`src/rtl/nibble_serial_adder_if.sv`:
```
// Handshake and data bundle between a controller and nibble_serial_adder.
// The controller drives start/a/b/cin and observes busy/done/sum/cout.
// Transport only: no logic, no timing of its own.
interface nibble_serial_adder_if #(
  parameter int WIDTH = 16
);
  logic             start;
  logic [WIDTH-1:0] a;
  logic [WIDTH-1:0] b;
  logic             cin;
  logic             busy;
  logic             done;
  logic [WIDTH-1:0] sum;
  logic             cout;

  modport master (
    output start, a, b, cin,
    input  busy, done, sum, cout
  );

  modport slave (
    input  start, a, b, cin,
    output busy, done, sum, cout
  );
endinterface

```
`src/rtl/nibble_serial_adder.sv`:
```
// Wide adder a+b+cin computed one nibble per clock through a single 4-bit adder.
// Latency: accept edge + WIDTH/4 edges to a valid result; done pulses one cycle later-decoded state.
// Backpressure: start is only honoured in IDLE; requests while busy are dropped, not queued.

// 4-bit ripple adder slice: the only arithmetic in the serial datapath.
module parallel_adder (
  input  logic [3:0] a,
  input  logic [3:0] b,
  input  logic       cin,
  output logic [3:0] s,
  output logic       co
);
  assign {co, s} = 5'(a) + 5'(b) + 5'(cin);
endmodule

module nibble_serial_adder #(
  parameter int WIDTH = 16
) (
  input  logic                 clk,
  input  logic                 rst_n,
  nibble_serial_adder_if.slave bus
);
  localparam int NIB = WIDTH / 4;
  localparam int CW  = (NIB > 1) ? $clog2(NIB) : 1;

  typedef enum logic [1:0] {IDLE, RUN, DONE} state_t;

  state_t           state;
  state_t           state_next;
  logic [WIDTH-1:0] opa;
  logic [WIDTH-1:0] opb;
  logic [WIDTH-1:0] acc;
  logic [WIDTH-1:0] acc_next;
  logic [WIDTH-1:0] sum_q;
  logic             cout_q;
  logic             cy;
  logic [CW-1:0]    cnt;
  logic [3:0]       s;
  logic             co;
  logic             last_nib;

  parallel_adder u_nib (
    .a   (opa[3:0]),
    .b   (opb[3:0]),
    .cin (cy),
    .s   (s),
    .co  (co)
  );

  // New nibble enters at the top so the LS nibble lands at bit 0 after NIB shifts.
  generate
    if (WIDTH == 4) begin : g_acc_single
      assign acc_next = s;
    end else begin : g_acc_shift
      assign acc_next = {s, acc[WIDTH-1:4]};
    end
  endgenerate

  assign last_nib = (cnt == CW'(NIB - 1));

  // State register.
  always_ff @(posedge clk or negedge rst_n) begin
    if (!rst_n) state <= IDLE;
    else        state <= state_next;
  end

  // Next-state: accept in IDLE, run NIB nibble cycles, one DONE cycle, back to IDLE.
  always_comb begin
    state_next = state;
    case (state)
      IDLE:    if (bus.start) state_next = RUN;
      RUN:     if (last_nib)  state_next = DONE;
      DONE:    state_next = IDLE;
      default: state_next = IDLE;
    endcase
  end

  // Datapath: capture operands on accept, shift a nibble per RUN cycle, publish result on the last one.
  always_ff @(posedge clk or negedge rst_n) begin
    if (!rst_n) begin
      opa    <= '0;
      opb    <= '0;
      acc    <= '0;
      cy     <= 1'b0;
      cnt    <= '0;
      sum_q  <= '0;
      cout_q <= 1'b0;
    end else begin
      case (state)
        IDLE: begin
          if (bus.start) begin
            opa <= bus.a;
            opb <= bus.b;
            cy  <= bus.cin;
            cnt <= '0;
          end
        end
        RUN: begin
          opa <= opa >> 4;
          opb <= opb >> 4;
          acc <= acc_next;
          cy  <= co;
          cnt <= cnt + CW'(1);
          if (last_nib) begin
            sum_q  <= acc_next;
            cout_q <= co;
          end
        end
        default: ;
      endcase
    end
  end

  assign bus.busy = (state != IDLE);
  assign bus.done = (state == DONE);
  assign bus.sum  = sum_q;
  assign bus.cout = cout_q;
endmodule

```
`src/flat_wrapper.sv`:
```
// flat-port wrapper written by rule: the top's interface ports become plain ports
module nibble_serial_adder_flat 
#(
  parameter int WIDTH = 16
)
  (clk, rst_n, bus_start, bus_a, bus_b, bus_cin, bus_busy, bus_done, bus_sum, bus_cout);
  nibble_serial_adder_if #(.WIDTH(WIDTH)) bus_i ();
  input  logic clk;
  input  logic rst_n;
  input wire logic [$bits(bus_i.start)-1:0] bus_start;
  input wire logic [$bits(bus_i.a)-1:0] bus_a;
  input wire logic [$bits(bus_i.b)-1:0] bus_b;
  input wire logic [$bits(bus_i.cin)-1:0] bus_cin;
  output wire logic [$bits(bus_i.busy)-1:0] bus_busy;
  output wire logic [$bits(bus_i.done)-1:0] bus_done;
  output wire logic [$bits(bus_i.sum)-1:0] bus_sum;
  output wire logic [$bits(bus_i.cout)-1:0] bus_cout;
  assign bus_i.start = bus_start;
  assign bus_i.a = bus_a;
  assign bus_i.b = bus_b;
  assign bus_i.cin = bus_cin;
  assign bus_busy = bus_i.busy;
  assign bus_done = bus_i.done;
  assign bus_sum = bus_i.sum;
  assign bus_cout = bus_i.cout;
  nibble_serial_adder #(.WIDTH(WIDTH)) u_core (.clk(clk), .rst_n(rst_n), .bus(bus_i));
endmodule
```
`config.mk`:
```
export PLATFORM = sky130hd
export DESIGN_NAME = nibble_serial_adder_flat
export DESIGN_NICKNAME = d
export VERILOG_FILES = /design/src/rtl/nibble_serial_adder_if.sv /design/src/rtl/nibble_serial_adder.sv /design/src/flat_wrapper.sv
export SDC_FILE = /design/constraint.sdc
export NUM_CORES = 1
export LEC_CHECK = 0
export ABC_AREA = 1
export BUFFER_PORTS_ARGS = -buffer_cell sky130_fd_sc_hd__buf_2
export CORE_ASPECT_RATIO = 0.9
export CORE_MARGIN = 5
export CORE_UTILIZATION = 58
export CTS_CLUSTER_SIZE = 40
export DETAILED_ROUTE_END_ITERATION = 6
export PLACE_DENSITY = 0.93
export SKIP_CTS_REPAIR_TIMING = 1
export SLEW_MARGIN = 0
export SYNTH_ARGS = -nofsm -noshare
export SYNTH_HDL_FRONTEND = slang
export SYNTH_SLANG_ARGS = --single-unit
```
`constraint.sdc`:
```
create_clock -name clk -period 3.4 [get_ports clk]
set_input_delay 0.34 -clock clk [delete_from_list [all_inputs] [get_ports clk]]
set_output_delay 0.34 -clock clk [all_outputs]
set_load 0.005 [all_outputs]
```
==> results by group, run 1 <==
Final layout
  • Fin area: 0.003346 sq mm
  • Layout cells sized above 1: 21.37%
  • Layout Nets: 416
  • Ant. Diodes: 0
  • Syn-to-layout area delta: 19.38%

Clocking
  • Clk slew on worst S/H paths: 0.07 ns
  • Clk_lat worst skew: 0.34 ns
  • Clk buf depth: 2
  • Clock Sinks: 66
  • H-tree depth: 3
  • CTS tree: built
  • CTS root buf: clkbuf_8
  • CTS buffer count: 9

Global routing
  • First-pass GRT wire length: 10330 microns
  • Global Route Usage Sum: roughly 21%
  • Number of global-route vias before repair: between 2000 and 2500
  • Grt total ovfl: 0
  • Initial antenna violation count: 0
  • Largest net degree at the start of global routing: 45

Run status
  • Status: complete, no violations

Critical path
  • Worst Reg2Reg Path Length in Cells: 7
  • Worst r2r src: u_core.state[0]
  • Endpoint class of the critical path: register
  • Startpoint types: register
  • Req. time, crit path: 3.69 ns
  • Reg2reg end: u_core.bus.cout
  • CP arrival: 2.14 ns
  • Crit Path Max Fanout: 42
  • Crit Path Class: register to register
  • Setup crit start: u_core.state[0]
  • Worst R2R Setup Slack: 1.55 ns
  • Critical path capture point: u_core.bus.cout

Synthesis
  • Cell with the most instances after synthesis: nand2_1
  • Syn Nets: 360
  • Post-synth EDFFs: 0
  • Primary FF master, synth: dfrtp_1
  • Async set-reset flop share out of synthesis: 100.0%
  • Synth cell count leaders: nand2_1, dfrtp_1, o21ai_0
  • Mapped cell area: 0.002803 sq mm
  • Mean Syn Cell Area: a little under 9 sq um
  • Ys Warns: 0
  • Synth top area share: 58.93%
  • Synth top area cells: dfrtp_1, nand2_1, o21ai_0
  • Synth cell types: 20
  • Register area share after synthesis: 58.93%
  • Leading area contributor after synthesis: dfrtp_1
  • Syn Inst Count: 318
  • Synth Register Bits: 66

Drt
  • DRT Wirelength: 6022 microns
  • Wire per inst: 13.56 microns
  • Initial DRC Count: 130
  • First-pass DRT Iterations: 4
  • # DRC: 0
  • DR vias: 2286
  • DRT antenna net count: 0
  • Avg Vias per Cell: 5.149

Place
  • Routability congestion estimate: 0.8130
  • Buffers on Ports: 54
  • HPWL Detailed: between 4000 and 5000 microns
  • Placed Area: 0.003117 sq mm

STA
  • Clock Skews: 0.004521 ns
  • # setup viols final: 0
  • Worst-Margin Slew: 0.5458 ns
  • Hold slack: 0.1932 ns
  • Final min period: between 1.5 and 2 ns
  • Slew headroom: 63.62%
  • Final worst-path cycle share: 54.43%
  • Slew Limit Fails: 0
  • Final Hold Violating Endpoints: 0
  • Unrepaired setup endpoints after global routing: false
  • Fin Setup TNS: 0 ns
  • Max Fclk: 0.5403 GHz

Power
  • Seq pwr share: 40.4%
  • VDD IR max: approximately 530 uV
  • Overall power: 3.348 mW
  • P_leak: 1.770 nW
  • Power per cell area: roughly 1000 mW/mm^2
  • Pint: 2.057 mW
  • Clock power frac: a little over a fifth
  • Comb pwr share: 38.1%
  • Sw frac: about two fifths
  • Sw Pwr: 1.291 mW

Floorplan
  • Area of the die: 0.006324 sq mm
  • Rows: 24
  • Top Ports: 55
  • Initial Util: 58.70%
  • Core ar.: 0.004775 sq mm
  • Die Height: roughly 76 microns
  • Die extent in x: 83.28 microns

Hold path
  • Hold_sp: bus_a[12]
  • Tightest Hold Check Type: input pin to register

Run
  • Max cap viols: 0
## final cells by class
cell class	count	area (sq um)
sequential	66	1652
fill	378	1429
multi-input combinational	214	993.5
timing repair buffer	59	310.3
clock buffer	11	141.4
inverter	24	90.09
tap	65	81.33
clock inverter	5	77.57
## layout by cell type (no fill, tap or decap), types with 2 or more instances in the layout
cell,Yosys,routed
o21ai_0,33,33
o21ai_1,12,12
nor2_1,14,14
fa_1,2,2
bufinv_16,0,2
inv_1,20,20
o22ai_1,7,7
nand2_2,2,2
buf_4,2,4
nand3_1,23,23
clkbuf_8,0,10
ha_1,4,4
a21oi_1,2,2
inv_2,4,4
buf_2,6,54
clkinv_2,0,2
dfrtp_1,66,66
nand2_1,111,111
## worst max-delay path: stages (launching register included)
cell and delay [ns]:
dfrtp_1 0.45, inv_2 0.07, nor2_2 0.08, buf_4 0.35, nand2_2 0.41, inv_2 0.26, nand3_1 0.10, nand2_1 0.06
## flip-flops by register name, indices dropped and copies added, names as in the netlist
| register | count |
|---|---|
| u_core.opa | 16 |
| u_core.acc | 12 |
| u_core.cnt | 2 |
| u_core.state | 2 |
| u_core.bus.sum | 16 |
| u_core.bus.cout | 1 |
| u_core.cy | 1 |
| u_core.opb | 16 |
## worst min-delay path by stage
stage,endpoint,depth (start not counted)
3_5_place_dp,u_core.bus.sum[5],1
4_1_cts,u_core.bus.sum[0],1
6_report,u_core.opa[12],3
3_3_place_gp,u_core.bus.sum[5],1
5_1_grt,u_core.opb[12],3
2_1_floorplan,u_core.acc[10],0
## kinds of logic (layout without fill, tap and decap cells)
logic type	Yosys count	in the layout	share of synthesized area, %
buffers and inverters	38	99	5.625
XOR/XNOR	1	1	0.3126
adder cells (fa/ha/maj)	6	6	3.214
AND/OR/NAND/NOR	153	153	21.96
AO/OA/AOI/OAI	54	54	9.955
flip-flops	66	66	58.93
## stage by stage
step | util (%) | cells | setup WS (ns)
3_3_place_gp | 65.28 | 427 | 1.701
4_1_cts | 69.86 | 443 | 1.583
6_report | 70.07 | 444 | 1.549
3_5_place_dp | 65.28 | 427 | 1.591
2_1_floorplan | - | 318 | 1.885
5_1_grt | 70.07 | 444 | 1.418
## layer usage
metal	up-vias	GRT usage (%)	share of wire, %
li1	1132	-	-
met1	1073	24.91	43
met2	74	33.81	49
met3	7	9.111	6.8
met4	0	6.209	1.1
met5	-	0	0
## power by group through the flow
stage / sequential [mW] / clock [mW] / combinational [mW]
after detailed placement: 1.36 / 0 / 1.28
after global routing: 1.39 / 0.771 / 1.48
after CTS: 1.35 / 0.735 / 1.29
after global placement: 1.34 / 0 / 1.20
after floorplan: 1.32 / 0 / 0.917
final: 1.35 / 0.719 / 1.28
(Power assumes the default switching activity.)
==> run 2, diff against run 1 <==
- CORE_UTILIZATION: 58 -> 49
- PLACE_DENSITY: 0.93 -> 0.85
- clock period: 3.4 -> 1.5 ns (I/O delays scaled with it)
==> run 2 against run 1 <==
- the flow now finishes with violations (negative setup slack)
- register-to-register slack worse by 1.6 ns
- combinational power grew to 2.5 times the previous value
- hold slack got worse by 0.18 ns
- critical endpoint is now u_core.acc[13]
==> results by group, run 2 (synthesis gave the netlist of run 1 again) <==
STA
  • Slew Limit Fails: 0 (unchanged)
  • Clock Skews: 0.006635 ns (+0.002113 ns)
  • Hold slack: 0.009403 ns (-0.1838 ns)
  • Worst Slack Setup Final: -0.02561 ns (-1.575 ns)
  • Worst-Margin Slew: 0.5072 ns (-0.03852 ns)
  • Final Hold Violating Endpoints: 0 (unchanged)
  • # setup viols final: 2 (+2)
  • Slew headroom: 66.18% (+2.6 points)
  • Fin Setup TNS: -0.04872 ns (-0.04872 ns)
  • Final worst-path cycle share: 101.7% (+47 points)
  • Max Fclk: 0.6555 GHz (+21%)
  • Final min period: 1.526 ns (-0.3251 ns)
  • Unrepaired setup endpoints after global routing: true

Critical path
  • Req. time, crit path: 1.76 ns (-1.93 ns)
  • Slowest stage delay, CP: 0.44 ns (about the same)
  • CP Buf/Inv Count: 1 (-2)
  • Startpoint types: register
  • CP arrival: 1.79 ns (-0.35 ns)
  • CP top delay family: adder cells
  • Endpoint class of the critical path: register
  • Slowest cell on crit path: fa_2
  • Crit Path Max Fanout: 2 (-95%)
  • Critical path cell sequence: fa_2 > inv_2 > fa_2 > o21ai_1
  • Most used cell, CP: fa_2
  • Crit Path Class: register to register

Clocking
  • Clock Sinks: 66 (unchanged)
  • Clk buf depth: 2 (unchanged)
  • CTS tree: built
  • Clk slew on worst S/H paths: 0.07 ns (about the same)
  • CTS root buf: clkbuf_8
  • CTS buffer count: 9 (unchanged)
  • H-tree depth: 3 (unchanged)
  • Clk_lat worst skew: 0.33 ns (about the same)

Run
  • Max cap viols: 0 (unchanged)

Drt
  • # DRC: 0 (unchanged)
  • First-pass DRT Iterations: 4 (unchanged)
  • Avg Vias per Cell: 5.018 (-2.5%)
  • DR vias: 2283 (-0.13%)
  • Wire per inst: 13.62 microns (+0.39%)
  • DRT Wirelength: 6195 microns (+2.9%)
  • DRT antenna net count: 0 (unchanged)
  • Initial DRC Count: 122 (-6.2%)

Place
  • Pre-CTS setup slack: -0.04564 ns (-1.637 ns)
  • Buffers on Ports: 54 (unchanged)
  • Routability congestion estimate: 0.8367 (+2.9%)
  • HPWL Detailed: 4107 microns (+0.91%)

Floorplan
  • Area of the die: 0.007335 sq mm (+16%)
  • Top Ports: 55 (unchanged)
  • Initial Util: 49.80% (-8.9 points)
  • Die extent in x: 89.72 microns (+7.7%)
  • Core ar.: 0.005628 sq mm (+18%)
  • Rows: 26 (+8.3%)
  • Die Height: 81.75 microns (+7.6%)

Power
  • P_leak: 1.827 nW (+3.3%)
  • Overall power: 7.931 mW (+140%)
  • Power per cell area: 2277 mW/mm^2 (+130%)
  • VDD IR max: 1390 uV (+160%)

Run status
  • Status: finished, violations left
  • Failing checks: negative setup slack

Global routing
  • Global Route Usage Sum: 18.22% (-2.5 points)
  • Largest net degree at the start of global routing: 42 (-6.7%)
  • Initial antenna violation count: 0 (unchanged)
  • Number of global-route vias before repair: 2285 (+0.44%)
  • First-pass GRT wire length: 10650 microns (+3.1%)
  • Grt total ovfl: 0 (unchanged)

Final layout
  • Layout Nets: 422 (+1.4%)
  • FILL cells: 487 (+29%)
  • Most frequent cells in the layout: nand2_1, dfrtp_1, buf_2, o21ai_0, nand3_1
  • Layout cells sized above 1: 24.16% (+2.8 points)
  • Commonest non-fill, non-tap cell in the layout: nand2_1
  • Syn-to-layout area delta: 24.29%
  • Ant. Diodes: 0 (unchanged)

Hold path
  • Tightest Hold Check Type: input pin to register
## run 2: cell types whose count changed in the layout (fill, tap and decap cells not counted), sizes merged
cell / change
buf: +6
## run 2: per-layer routing
metal,vias to the layer above,wire (microns),global-route usage [%]
met5,-,0,0
met4,0,76,4.683
met3,5,397,6.593
met2,63,3002,30.56
met1,1072,2718,22.62
li1,1143,-,-
## run 2: path summary, 6_finish.rpt
| kind | slack (ns) | end | from | depth (start not counted) |
|---|---|---|---|---|
| setup / recovery | -0.03 | u_core.acc[13] | u_core.opa[0] | 4 |
| hold / removal | 0.009 | u_core.opb[12] | bus_b[12] | 3 |
| setup reg to reg | -0.03 | u_core.acc[13] | u_core.opa[0] | 4 |
| hold reg to reg | 0.47 | u_core.bus.sum[0] | u_core.acc[4] | 2 |
| max in group asynchronous | 0.65 | u_core.opb[0] | rst_n | 3 |
| min in group asynchronous | 0.34 | u_core.acc[13] | rst_n | 2 |
## run 2: area by class of cell
cell class              instances  area [sq um]  area share [%]
clock buffers                  11         141.4           4.059
clock inverters                 5         77.57           2.227
inverters                      24         92.59           2.658
multi-input cells             214          1015           29.13
flip-flops and latches         66          1652           47.41
well taps                      70         87.58           2.514
repair buffers                 65         417.9           12.00
## run 2: power by group
part	total, mW	leakage (nW)	switching [mW]	internal (mW)
logic	3.25	0.885	1.92	1.33
clock network	1.62	0.109	0.648	0.976
registers	3.05	0.833	0.458	2.60
total	7.93	1.83	3.03	4.90
## run 2: through the flow
| step | instance area (sq um) | util [%] | cells |
|---|---|---|---|
| 2_1_floorplan | 2803 | - | 318 |
| 3_3_place_gp | 3208 | 57.00 | 435 |
| 5_1_grt | 3483 | 61.89 | 455 |
| 6_report | 3483 | 61.89 | 455 |
| 4_1_cts | 3427 | 60.89 | 451 |
| 3_5_place_dp | 3208 | 57.00 | 435 |
## run 2: worst reg2reg max path, delay by kind of cell, from the launching register on
| kind | cells | cell delay (ns) |
|---|---|---|
| AO/OA/AOI/OAI | 1 | 0.12 |
| adder cells (fa/ha/maj) | 2 | 0.85 |
| buffers and inverters | 1 | 0.07 |
| flip-flops | 1 | 0.41 |
